<file path="config.mk">
export PLATFORM = sky130hd
export DESIGN_NAME = common_dffram_2a1wb2r_arb
export DESIGN_NICKNAME = d
export VERILOG_FILES = /design/src/rtl/common_dffram_2a1wb2r_arb.sv
export SDC_FILE = /design/constraint.sdc
export NUM_CORES = 1
export LEC_CHECK = 0
export ABC_AREA = 1
export BUFFER_PORTS_ARGS = -buffer_cell sky130_fd_sc_hd__buf_2
export CAP_MARGIN = 20
export CORE_AREA = 2 2 39 41
export DETAILED_ROUTE_END_ITERATION = 16
export DIE_AREA = 0 0 41 43
export GPL_ROUTABILITY_DRIVEN = 0
export MAX_ROUTING_LAYER = met4
export PLACE_DENSITY = 0.62
export SLEW_MARGIN = 20
export SYNTH_ARGS = -nofsm -noshare
export SYNTH_HDL_FRONTEND = slang
export SYNTH_SLANG_ARGS = --single-unit
</file>
<file path="constraint.sdc">
create_clock -name clk -period 1.6 [get_ports clk]
set_input_delay 0.08 -clock clk [delete_from_list [all_inputs] [get_ports clk]]
set_output_delay 0.08 -clock clk [all_outputs]
set_load 0.05 [all_outputs]
</file>
<file path="src/rtl/common_dffram_2a1wb2r_arb.sv">
// Port-A arbiter and init sweeper for the 2-address 1-write 2-read DFF RAM.
// Two requesters share port A round-robin; every entry is swept to INIT_VALUE after reset/flush.
module common_dffram_2a1wb2r_arb #(
    parameter int unsigned RAM_DATA_WIDTH = 1,
    parameter int unsigned RAM_ADDR_WIDTH = 1,
    parameter logic [RAM_DATA_WIDTH-1:0] INIT_VALUE = '0
) (
    input  logic                      clk,
    input  logic                      reset,
    input  logic                      flush,
    output logic                      init_done,

    input  logic                      req0_valid,
    output logic                      req0_ready,
    input  logic [RAM_ADDR_WIDTH-1:0] req0_addr,
    input  logic [RAM_DATA_WIDTH-1:0] req0_we,
    input  logic [RAM_DATA_WIDTH-1:0] req0_wdata,
    output logic                      rsp0_valid,
    output logic [RAM_DATA_WIDTH-1:0] rsp0_rdata,

    input  logic                      req1_valid,
    output logic                      req1_ready,
    input  logic [RAM_ADDR_WIDTH-1:0] req1_addr,
    input  logic [RAM_DATA_WIDTH-1:0] req1_we,
    input  logic [RAM_DATA_WIDTH-1:0] req1_wdata,
    output logic                      rsp1_valid,
    output logic [RAM_DATA_WIDTH-1:0] rsp1_rdata,

    output logic [RAM_ADDR_WIDTH-1:0] ram_addra,
    output logic                      ram_ena,
    output logic [RAM_DATA_WIDTH-1:0] ram_wea,
    output logic [RAM_DATA_WIDTH-1:0] ram_dina,
    input  logic [RAM_DATA_WIDTH-1:0] ram_douta
);

    typedef enum logic [0:0] {StInit, StRun} state_e;

    state_e                    state_q, state_d;
    logic [RAM_ADDR_WIDTH-1:0] cnt_q, cnt_d;
    logic                      prio_q, prio_d;
    logic                      rsp0_valid_q, rsp0_valid_d;
    logic                      rsp1_valid_q, rsp1_valid_d;
    logic [RAM_DATA_WIDTH-1:0] rsp0_rdata_q, rsp0_rdata_d;
    logic [RAM_DATA_WIDTH-1:0] rsp1_rdata_q, rsp1_rdata_d;
    logic                      grant0, grant1;

    always_comb begin
        grant0 = 1'b0;
        grant1 = 1'b0;
        if (state_q == StRun) begin
            if (prio_q == 1'b0) begin
                grant0 = req0_valid;
                grant1 = !req0_valid && req1_valid;
            end else begin
                grant1 = req1_valid;
                grant0 = !req1_valid && req0_valid;
            end
        end
    end

    always_comb begin
        state_d      = state_q;
        cnt_d        = cnt_q;
        prio_d       = prio_q;
        rsp0_valid_d = grant0;
        rsp1_valid_d = grant1;
        rsp0_rdata_d = grant0 ? ram_douta : rsp0_rdata_q;
        rsp1_rdata_d = grant1 ? ram_douta : rsp1_rdata_q;
        ram_ena      = 1'b0;
        ram_addra    = '0;
        ram_wea      = '0;
        ram_dina     = '0;

        if (state_q == StInit) begin
            ram_ena   = 1'b1;
            ram_addra = cnt_q;
            ram_wea   = '1;
            ram_dina  = INIT_VALUE;
            // Counter wraps to 0 on the last entry, ready for the next sweep.
            cnt_d     = cnt_q + RAM_ADDR_WIDTH'(1);
            if (cnt_q == '1) begin
                state_d = StRun;
            end
        end else begin
            if (grant0) begin
                ram_ena   = 1'b1;
                ram_addra = req0_addr;
                ram_wea   = req0_we;
                ram_dina  = req0_wdata;
                prio_d    = 1'b1;
            end else if (grant1) begin
                ram_ena   = 1'b1;
                ram_addra = req1_addr;
                ram_wea   = req1_we;
                ram_dina  = req1_wdata;
                prio_d    = 1'b0;
            end
            if (flush) begin
                state_d = StInit;
                cnt_d   = '0;
            end
        end
    end

    always_ff @(posedge clk or posedge reset) begin
        if (reset) begin
            state_q      <= StInit;
            cnt_q        <= '0;
            prio_q       <= 1'b0;
            rsp0_valid_q <= 1'b0;
            rsp1_valid_q <= 1'b0;
            rsp0_rdata_q <= '0;
            rsp1_rdata_q <= '0;
        end else begin
            state_q      <= state_d;
            cnt_q        <= cnt_d;
            prio_q       <= prio_d;
            rsp0_valid_q <= rsp0_valid_d;
            rsp1_valid_q <= rsp1_valid_d;
            rsp0_rdata_q <= rsp0_rdata_d;
            rsp1_rdata_q <= rsp1_rdata_d;
        end
    end

    assign init_done  = (state_q == StRun);
    assign req0_ready = grant0;
    assign req1_ready = grant1;
    assign rsp0_valid = rsp0_valid_q;
    assign rsp1_valid = rsp1_valid_q;
    assign rsp0_rdata = rsp0_rdata_q;
    assign rsp1_rdata = rsp1_rdata_q;

endmodule

</file>
# Word-level counts from Yosys, hierarchy flattened
# Cells that the tools add are included.
# word_totals
mem_count	0
latchBits	0
mem_bits_ro	0
in_bits	12
register_bits	7
out_inout_bits	11
wordCells	38
mem_bits_rw	0
# classes
n_lt_le_gt_ge	0
n_addsub	1
mux	23
bitwise	0
n_eq_ne	1
multipliers	0
div_mod_pow	0
shifts	0
reduce_logical	6
# op_table
cell	n
2-to-1 mux 1 bit	23
logical AND 1 bit	2
logical NOT 1 bit	2
!= test 2 bit, second input constant	1
AND reduction 2 bit	1
nonzero test 2 bit	1
adder 1 bit, second input constant	1

# Logic depth before layout (Yosys ltp)
# Gate-level depths: netlist (run 1).
# logic_depth
word_depth	7
depth_mapped	5
depth_no_buf	5

# Least setup slack after synthesis (run 1)
# Ideal clock, no wire load.
# synth_path
path_kind	reg-to-output
start	reg state_q (netlist: init_done)
end	out ram_dina
slack_ns	-0.318
t_arrival_ns	1.838
required_ns	1.520
n_path_buf	0
path_stages_with_launch	5
path_cell_list	dfrtp_1 > nand2_1 > a21oi_2 > nand2_1 > nand2_1
# synth_between
word_cells_on_any_way	5
cone_classes	mux (5)
# synth_rtl
element	line	source
start, declared	38	state_e state_q, state_d;
start signal, assigned	107	state_q <= StInit;
start signal, assigned	115	state_q <= state_d;
2-to-1 mux 1 bit	50	if (state_q == StRun) begin
named net req0_ready	14	output logic req0_ready,
2-to-1 mux 1 bit	85	if (grant0) begin
2-to-1 mux 1 bit	74	if (state_q == StInit) begin
end, declared	32	output logic [RAM_DATA_WIDTH-1:0] ram_dina,
# The timed path passes the listed nets, and every way through them passes these cells.

# Worst setup path after layout (run 1)
# layout_path
start	reg state_q (netlist: init_done)
end	out ram_ena
# layout_between
elab_chain_len	4
word_cells_on_any_way	5
cone_classes	mux (5)
# layout_lines
element	line	source
2-to-1 mux 1 bit	50	
2-to-1 mux 1 bit	91	end else if (grant1) begin
2-to-1 mux 1 bit	85	
2-to-1 mux 1 bit *	74	
end, declared	30	output logic ram_ena,
# Mark *: on every way between the ends. The rest lies on a longest branch, timed or not.

==> impl_metrics.yaml, run 1 <==
clocking:
  clkSlewWorstSetupHoldPaths_ns: 0.06
  cts_root_buf: "clkbuf_4"
  cts_inserted_buffers: 3
  worstSkewPairLatency_ns: 0.26
  clock-sinks: 7
  cts_tree: "yes"
  max-clock-path-buffers: 2
  cts-resized-gates: 0
  htree_levels: 1
pwr:
  pwr-share-clk: 0.134
  powerDensity_mw_per_mm2: 2360
  power.switching_w: 0.000699
  swShare: 0.579
  combPwrFrac: 0.604
  vdd_drop_max_v: 0.000998
  p_int_w: 0.000509
  p_seq_frac: 0.262
  p_total_w: 0.00121
  p_leak_nw: 0.294
logic_synthesis:
  synth_fp_nets: 54
  ys_types: 7
  synth_mux_area_frac: 0
  yosys.area_share.adder: 0
  ys_seq_area_frac: 0.532
  synth_simple_gate_area_frac: 0.312
  syn-cell-area_um2: 329
  yosysWarnings: 0
  synthCells: 42
  synth_top_cell_area_share: 0.532
  synthTopCellsByArea: "dfrtp_1 (53%), nand2_1 (19%), nand3_1 (11%)"
  synth-compound-area-share: 0.0989
  synth_top_family_by_area: "simple AND/OR/NAND/NOR gates"
  synth_top_area_cell: "dfrtp_1"
  syn_avg_cell_area_um2: 7.83
  synth_seq_cells: 7
  synth-xor-area-share: 0
global_route:
  grt_max_degree: 8
  grt.total_usage: 0.120
  grt-ovfl-total: 0
  grt_pass1_wl_um: 1340
  grt_pass1_vias: 348
  antenna_found_initial: 0
die:
  fp.dieW_um: 41
  fp.dieH_um: 43
  ios: 23
  initial_utilization: 0.238
  die_area_mm2: 0.00176
  rows: 14
  core_area_mm2: 0.00138
timing:
  hold_ws_ns: 0.0386
  fmax_mhz: 716
  fin_setup_tns_ns: 0
  worst_pin_slew_ns: 0.254
  finalHoldViolCount: 0
  timing.final.crit_share: 0.873
  setup_violations: 0
  rsz0062_at_grt: "no"
  slew_viol_final: 0
  slew_headroom: 0.830
  fin_skew_ns: 0.00934
  fin_crit_ns: 1.40
worst_hold_path:
  hp-start: "ram_douta"
  hp-class: "in2reg"
  holdPathStages: 3
  holdPathEnd: "rsp0_rdata"
run_status:
  status: "finished, final reports clean"
cells_and_area:
  area_growth_syn_to_layout_pct: 55.5
  fillers: 149
  fin_cells: 85
  antenna_cells: 0
  seqCellArea_um2: 176
  nets: 82
  multi_input_area_um2: 150
  drive_gt1_frac: 0.406
  final_core_util: 0.370
routing:
  routed_wl_um: 810
  drt_first_iter_violations: 3
  drt_first_pass_iters: 4
  vias: 365
  viasPerCell: 4.29
  wl_per_cell_um: 9.53
  remaining_drc_errors: 0
  drtAntennaViolNets: 0
critical_path:
  r2r-start: "init_done"
  rr_endpoint: "prio_q"
  crit_path_start_kind: "register"
  end_kind: "output port"
  rrSetupSlack_ns: 0.62
  r2r_cells: 4
  path_cells: "nand2_1 -> inv_1 -> nand2_1 -> nand3_1 -> buf_2"
  crit_slowest_cell: "dfrtp_2"
  critPathMaxStageDelay_ns: 0.41
  crit_required_ns: 1.52
  crit_path_max_fanout: 7
  crit_type: "reg2out"
  cp.arrival_ns: 1.32
  cpMostUsedCell: "nand2_1"
placement:
  dp_cells: 80
  hpwlAfterDp_um: 655
  port_buffers: 22
job:
  max-cap-violations: 0
cells in the mapped netlist:
cell	number
a21oi_2	2
nand2_1	17
nand3_1	7
nor2_1	1
dfrtp_1	7
o21ai_0	3
inv_1	5
critical path: cells and delay by family, from the launching register on:
family | cells | cell delay (ns)
buffers and inverters | 2 | 0.36
and+or+nand+nor | 3 | 0.29
DFF | 1 | 0.41
state kept, by name, indices dropped and copies added, names as in the netlist:
name        cells
cnt_q           1
init_done       1
prio_q          1
rsp0_rdata      1
rsp0_valid      1
rsp1_rdata      1
rsp1_valid      1
power groups by stage:
stage          clock, W  sequential, W  combinational [W]
2_1_floorplan         0       0.000484           0.000403
3_3_place_gp          0       0.000319           0.000729
3_5_place_dp          0       0.000321           0.000731
4_1_cts        0.000168       0.000317           0.000737
5_1_grt        0.000179       0.000326           0.000774
6_report       0.000162       0.000316           0.000730
placed cells by master (no fill, tap or decap):
| cell | count |
|---|---|
| a21oi_4 | 2 |
| buf_2 | 22 |
| clkbuf_1 | 1 |
| clkbuf_4 | 3 |
| dfrtp_1 | 6 |
| dfrtp_2 | 1 |
| dlygate4sd3_1 | 1 |
| inv_1 | 5 |
| nand2_1 | 17 |
| nand3_1 | 7 |
| nor2_1 | 1 |
| o21ai_0 | 3 |
per-layer routing:
layer  global-route usage  up-vias  share of wire
met1                0.116      161           0.37
met2                0.188       14           0.55
met4               0.0600        0              0
met5                    -        -              0
met3               0.0628        0          0.078
li1                     -      190              -
stage by stage:
stage,worst slack [ns],cell area (µm²)
6_report,0.204,512
5_1_grt,0.0855,512
4_1_cts,0.189,512
3_5_place_dp,0.463,475
3_3_place_gp,0.466,475
2_1_floorplan,0.00690,345
final cells by class:
type / count / area share
clock buffers: 4 / 0.0513
inverters: 5 / 0.0367
repair buffers: 23 / 0.235
flip-flops and latches: 7 / 0.345
well taps: 16 / 0.0391
multi-input cells: 30 / 0.293
worst max-delay path by stage:
| stage | from | end | slack [ns] | depth (start not counted) |
|---|---|---|---|---|
| final | init_done | ram_ena | 0.20 | 5 |
| after global routing | init_done | ram_addra | 0.09 | 5 |
| after CTS | init_done | ram_dina | 0.19 | 5 |
| after detailed placement | init_done | ram_dina | 0.46 | 5 |
| after global placement | init_done | ram_dina | 0.47 | 5 |
| after floorplan | init_done | ram_dina | 0.007 | 4 |
logic make-up after synthesis:
| group | count (synthesis) |
|---|---|
| flops | 7 |
| buf+inv | 5 |
| simple gates | 25 |
| compound gates | 5 |
what timing repair did:
item | 4_1_cts | 5_1_grt
hold buffers | 1 | 0
setup buffers | 0 | 0
hold endpoints to repair | 7 | 0
No activity file was read; power rests on OpenSTA's default activity.
==> run 2: changes to the inputs <==
- HOLD_SLACK_MARGIN: default -> 0.08
- PLACE_DENSITY: 0.62 -> 0.64
- clock period: 1.6 -> 1.2 ns (I/O delays scaled with it)
==> run 2 against run 1 <==
Net effect:
- the run now ends with negative setup slack left
- sequential share of layout area decreased by 9.1 points
- setup slack got worse by 0.27 ns
- first-iteration DRC count unchanged
- sequential power increased by 43%
- clock skew decreased by 0.0050 ns
- routed wire length increased by 15%
- total power increased by 68%
- clock power increased by 34%
- register-to-register slack got worse by 0.46 ns
- global-route usage decreased by 0.69 points
- highest routed layer is now met4
==> impl_metrics.yaml, run 2 (synthesis gave the netlist of run 1 again) <==
die:
  rows: 14
  ios: 23
  fp.dieH_um: 43
  initial_utilization: 0.238
  die_area_mm2: 0.00176
  fp.dieW_um: 41
  core_area_mm2: 0.00138
critical_path:
  crit_path_max_fanout: 5
  critPathMaxStageDelay_ns: 0.45
  end_kind: "output port"
  path_cells: "buf_4 -> inv_2 -> nand2_2 -> nand3_2 -> buf_8"
  crit_type: "reg2out"
  crit_slowest_cell: "dfrtp_2"
  rr_endpoint: "rsp1_rdata"
  r2r-start: "prio_q"
  r2r_cells: 6
  crit_required_ns: 1.14
  cp.arrival_ns: 1.21
  crit_path_start_kind: "register"
  rrSetupSlack_ns: 0.16
clocking:
  worstSkewPairLatency_ns: 0.25
  htree_levels: 1
  cts_tree: "yes"
  clkSlewWorstSetupHoldPaths_ns: 0.05
  cts_inserted_buffers: 3
  cts_root_buf: "clkbuf_4"
  max-clock-path-buffers: 2
  clock-sinks: 7
placement:
  dp_slack_ns: 0.0497
  port_buffers: 22
  dp_cells: 80
  hpwlAfterDp_um: 692
  placed_area_um2: 498
routing:
  viasPerCell: 4.21
  drt_first_iter_violations: 3
  wl_per_cell_um: 9.83
  drt_first_pass_iters: 4
  remaining_drc_errors: 0
  routed_wl_um: 934
  vias: 400
  drtAntennaViolNets: 0
worst_hold_path:
  holdPathStages: 4
  hp-class: "in2reg"
  holdPathEnd: "prio_q"
  hp-start: "req1_valid"
timing:
  worst_pin_slew_ns: 0.257
  slew_viol_final: 0
  fin_setup_tns_ns: -0.222
  fmax_mhz: 789
  fin_crit_ns: 1.27
  finalHoldViolCount: 0
  slew_headroom: 0.829
  timing.final.crit_share: 1.06
  fin_skew_ns: 0.00431
  worst_slack_ns: -0.0668
  setup_violations: 6
  rsz0062_at_grt: "yes"
cells_and_area:
  antenna_cells: 0
  fin_cells: 95
  seqCellArea_um2: 178
  final_cell_mix: "buf_2 (16), nand2_1 (8), buf_4 (7), nand2_2 (6)"
  fillers: 139
  area_growth_syn_to_layout_pct: 113
  final_common_cell: "buf_2"
  multi_input_area_um2: 198
  drive_gt1_frac: 0.658
  nets: 92
  finalInstanceArea_um2: 699
global_route:
  grt_max_degree: 8
  grt_pass1_wl_um: 1300
  grt.total_usage: 0.113
  grt-ovfl-total: 0
  antenna_found_initial: 0
  grt_pass1_vias: 339
run_status:
  status: "complete, but fails checks"
  violations: "negative setup slack"
pwr:
  p_leak_nw: 0.374
  powerDensity_mw_per_mm2: 2910
  vdd_drop_max_v: 0.00137
  p_total_w: 0.00203
job:
  max-cap-violations: 0
## run 2: cell type report
cell class,instances,area share
clock buffer,4,0.0376
inverter,5,0.0304
multi-input combinational,30,0.283
sequential,7,0.254
tap,16,0.0286
timing repair buffer,33,0.367
## run 2: power breakdown
group          total [W]  internal, W  leakage [nW]  switching (W)
combinational    0.00137     0.000497         0.273       0.000868
sequential      0.000451     0.000344        0.0855       0.000106
clock           0.000217     0.000127        0.0150      0.0000897
total            0.00203     0.000968         0.374        0.00106
## run 2: timing repair
action,in CTS,in global routing
endpoints found under the hold margin,11,0
pin swaps,5,4
gates resized for setup,12,19
setup buffers,3,5
hold buffers,3,0
setup endpoints to repair,6,6
## run 2: how the worst max path moves through the flow
stage / cells past startpoint / slack [ns] / end / from
final: 5 / -0.07 / ram_addra / init_done
after global routing: 5 / -0.11 / ram_wea / prio_q
after CTS: 3 / -0.09 / req1_ready / prio_q
after detailed placement: 5 / 0.05 / ram_dina / prio_q
after global placement: 5 / 0.07 / ram_dina / prio_q
after floorplan: 4 / -0.18 / ram_dina / init_done
## run 2: stage by stage
stage | utilization | hold slack, ns
2_1_floorplan | - | -0.137
3_3_place_gp | 0.360 | -0.00338
3_5_place_dp | 0.360 | -0.00198
4_1_cts | 0.441 | 0.0494
5_1_grt | 0.505 | 0.245
6_report | 0.505 | 0.236
## run 2: worst max-delay path: cells and delay by family (launching register included)
family                 cells  cell delay, ns
DFF                        1            0.45
buffers and inverters      3            0.36
and+or+nand+nor            2            0.14
## run 2: metal layers
layer / GRT usage / vias up / share of wire
met5: - / - / 0
met4: 0.0800 / 0 / 0.020
met3: 0.0157 / 2 / 0.084
met2: 0.156 / 19 / 0.45
met1: 0.147 / 172 / 0.44
li1: - / 207 / -
==> run 3: changes to the inputs <==
- CELL_PAD_IN_SITES_DETAIL_PLACEMENT: default -> 1
- CELL_PAD_IN_SITES_GLOBAL_PLACEMENT: default -> 1
- CORE_AREA: 2 2 39 41 -> default
- CORE_UTILIZATION: default -> 22
- CTS_CLUSTER_DIAMETER: default -> 60
- DIE_AREA: 0 0 41 43 -> default
- PLACE_DENSITY: 0.64 -> 0.78
==> run 3 against run 2 <==
Net effect:
- critical path type unchanged
- sequential power fell by 2%
- clock power rose by 3%
- largest power group unchanged
- global-route usage rose by 5.8 points
- via count rose by 6.3%
- core utilization rose by 0.99 points
- setup slack got worse by 0.041 ns
- final cell count fell by 2.1%
- worst hold slack got worse by 0.029 ns
- clock skew rose by 0.0024 ns
- the run still ends with negative setup slack left
- flip-flop and latch count did not move
==> impl_metrics.yaml, run 3 (synthesis gave the netlist of run 1 again) <==
timing:
  slew_viol_final: 0
  setup_violations: 6
  timing.final.crit_share: 1.09
  slew_headroom: 0.826
  worst_pin_slew_ns: 0.261
  fin_skew_ns: 0.00674
  fmax_mhz: 764
  worst_slack_ns: -0.108
  fin_setup_tns_ns: -0.511
  rsz0062_at_grt: "yes"
  finalHoldViolCount: 0
  fin_crit_ns: 1.31
critical_path:
  crit_slowest_cell: "dfrtp_2"
  crit_required_ns: 1.14
  crit_path_start_kind: "register"
  crit_type: "reg2out"
  rrSetupSlack_ns: 0.10
  critPathTopFamily: "flip-flops"
  critPathMaxStageDelay_ns: 0.46
  crit_path_max_fanout: 7
  path_cells: "nand2_4 -> a21oi_4 -> nand2_2 -> nand2_4 -> buf_8"
  rr_endpoint: "rsp0_rdata"
  cpMostUsedCell: "nand2_4"
  cp.arrival_ns: 1.25
  r2r-start: "init_done"
  end_kind: "output port"
  r2r_cells: 6
  critPathBufInv: 1
clocking:
  htree_levels: 1
  worstSkewPairLatency_ns: 0.26
  cts_inserted_buffers: 3
  clkSlewWorstSetupHoldPaths_ns: 0.06
  max-clock-path-buffers: 2
  cts_tree: "yes"
  cts_root_buf: "clkbuf_4"
  clock-sinks: 7
routing:
  wl_per_cell_um: 13.2
  remaining_drc_errors: 0
  drt_first_iter_violations: 1
  vias: 425
  routed_wl_um: 1230
  viasPerCell: 4.57
  drtAntennaViolNets: 0
  drt_first_pass_iters: 2
pwr:
  vdd_drop_max_v: 0.00119
  p_leak_nw: 0.372
  p_total_w: 0.00206
  powerDensity_mw_per_mm2: 2970
cells_and_area:
  antenna_cells: 0
  area_growth_syn_to_layout_pct: 111
  final_cell_mix: "buf_2 (17), nand2_1 (10), nand3_2 (7), buf_4 (7), dfrtp_1 (6)"
  final_core_util: 0.515
  drive_gt1_frac: 0.667
  final_common_cell: "buf_2"
  fin_cells: 93
  fillers: 164
  nets: 91
global_route:
  grt-ovfl-total: 0
  antenna_found_initial: 0
  grt.total_usage: 0.171
  grt_pass1_wl_um: 1630
  grt_max_degree: 8
  grt_pass1_vias: 398
die:
  fp.dieW_um: 40.7
  rows: 13
  core_area_mm2: 0.00135
  ios: 23
  fp.dieH_um: 40.7
  die_area_mm2: 0.00165
  initial_utilization: 0.244
worst_hold_path:
  holdPathStages: 3
  holdPathEnd: "rsp1_valid"
  hp-class: "in2reg"
  hp-start: "req0_valid"
placement:
  port_buffers: 22
  dp_cells: 80
  hpwlAfterDp_um: 783
run_status:
  violations: "negative setup slack"
  status: "complete, but fails checks"
job:
  max-cap-violations: 0
[run 3: where the power goes]
part           switching, W  internal [W]
Sequential         0.000102      0.000340
Combinational      0.000912      0.000486
Clock             0.0000961      0.000128
[run 3: timing repair]
| item | CTS | global route |
|---|---|---|
| gates resized for setup | 21 | 6 |
| endpoints found under the hold margin | 10 | 0 |
| buffers inserted | 3 | 3 |
| pin swaps | 4 | 3 |
| cloned | 0 | 0 |
| hold buffers | 3 | 0 |
| setup endpoints to repair | 6 | 6 |
[run 3: layout make-up]
| class | count | area [µm²] | area share |
|---|---|---|---|
| sequential | 7 | 176 | 0.254 |
| tap | 15 | 18.8 | 0.0270 |
| clock buffer | 4 | 26.3 | 0.0378 |
| timing repair buffer | 32 | 235 | 0.338 |
| inverter | 5 | 21.3 | 0.0306 |
| multi-input combinational | 30 | 218 | 0.313 |
[run 3: worst min-delay path, cell delays in order]
cell	delay, ns
buf_2	0.16
a21oi_4	0.08
buf_4	0.13
[run 3: worst max path at each step]
stage,start,end,slack (ns),cells past startpoint
final,init_done,ram_dina,-0.11,5
after floorplan,init_done,ram_dina,-0.18,4
after global routing,init_done,ram_dina,-0.21,5
after global placement,prio_q,ram_dina,0.06,5
after detailed placement,prio_q,ram_dina,0.03,5
after CTS,prio_q,ram_dina,-0.12,5
[run 3: per-layer routing]
| layer | share of wire | track usage | vias up |
|---|---|---|---|
| met5 | 0 | - | - |
| met4 | 0.017 | 0.0750 | 0 |
| met3 | 0.060 | 0.0978 | 5 |
| met2 | 0.54 | 0.270 | 15 |
| met1 | 0.38 | 0.172 | 200 |
| li1 | - | - | 205 |
[run 3: metrics by stage]
step | hold slack (ns) | instance area, µm² | worst slack, ns
floorplan | -0.137 | 368 | -0.179
global placement | -0.00810 | 504 | 0.0557
detailed placement | -0.00577 | 504 | 0.0278
CTS | 0.192 | 647 | -0.118
global route | 0.202 | 696 | -0.205
finish | 0.207 | 696 | -0.108
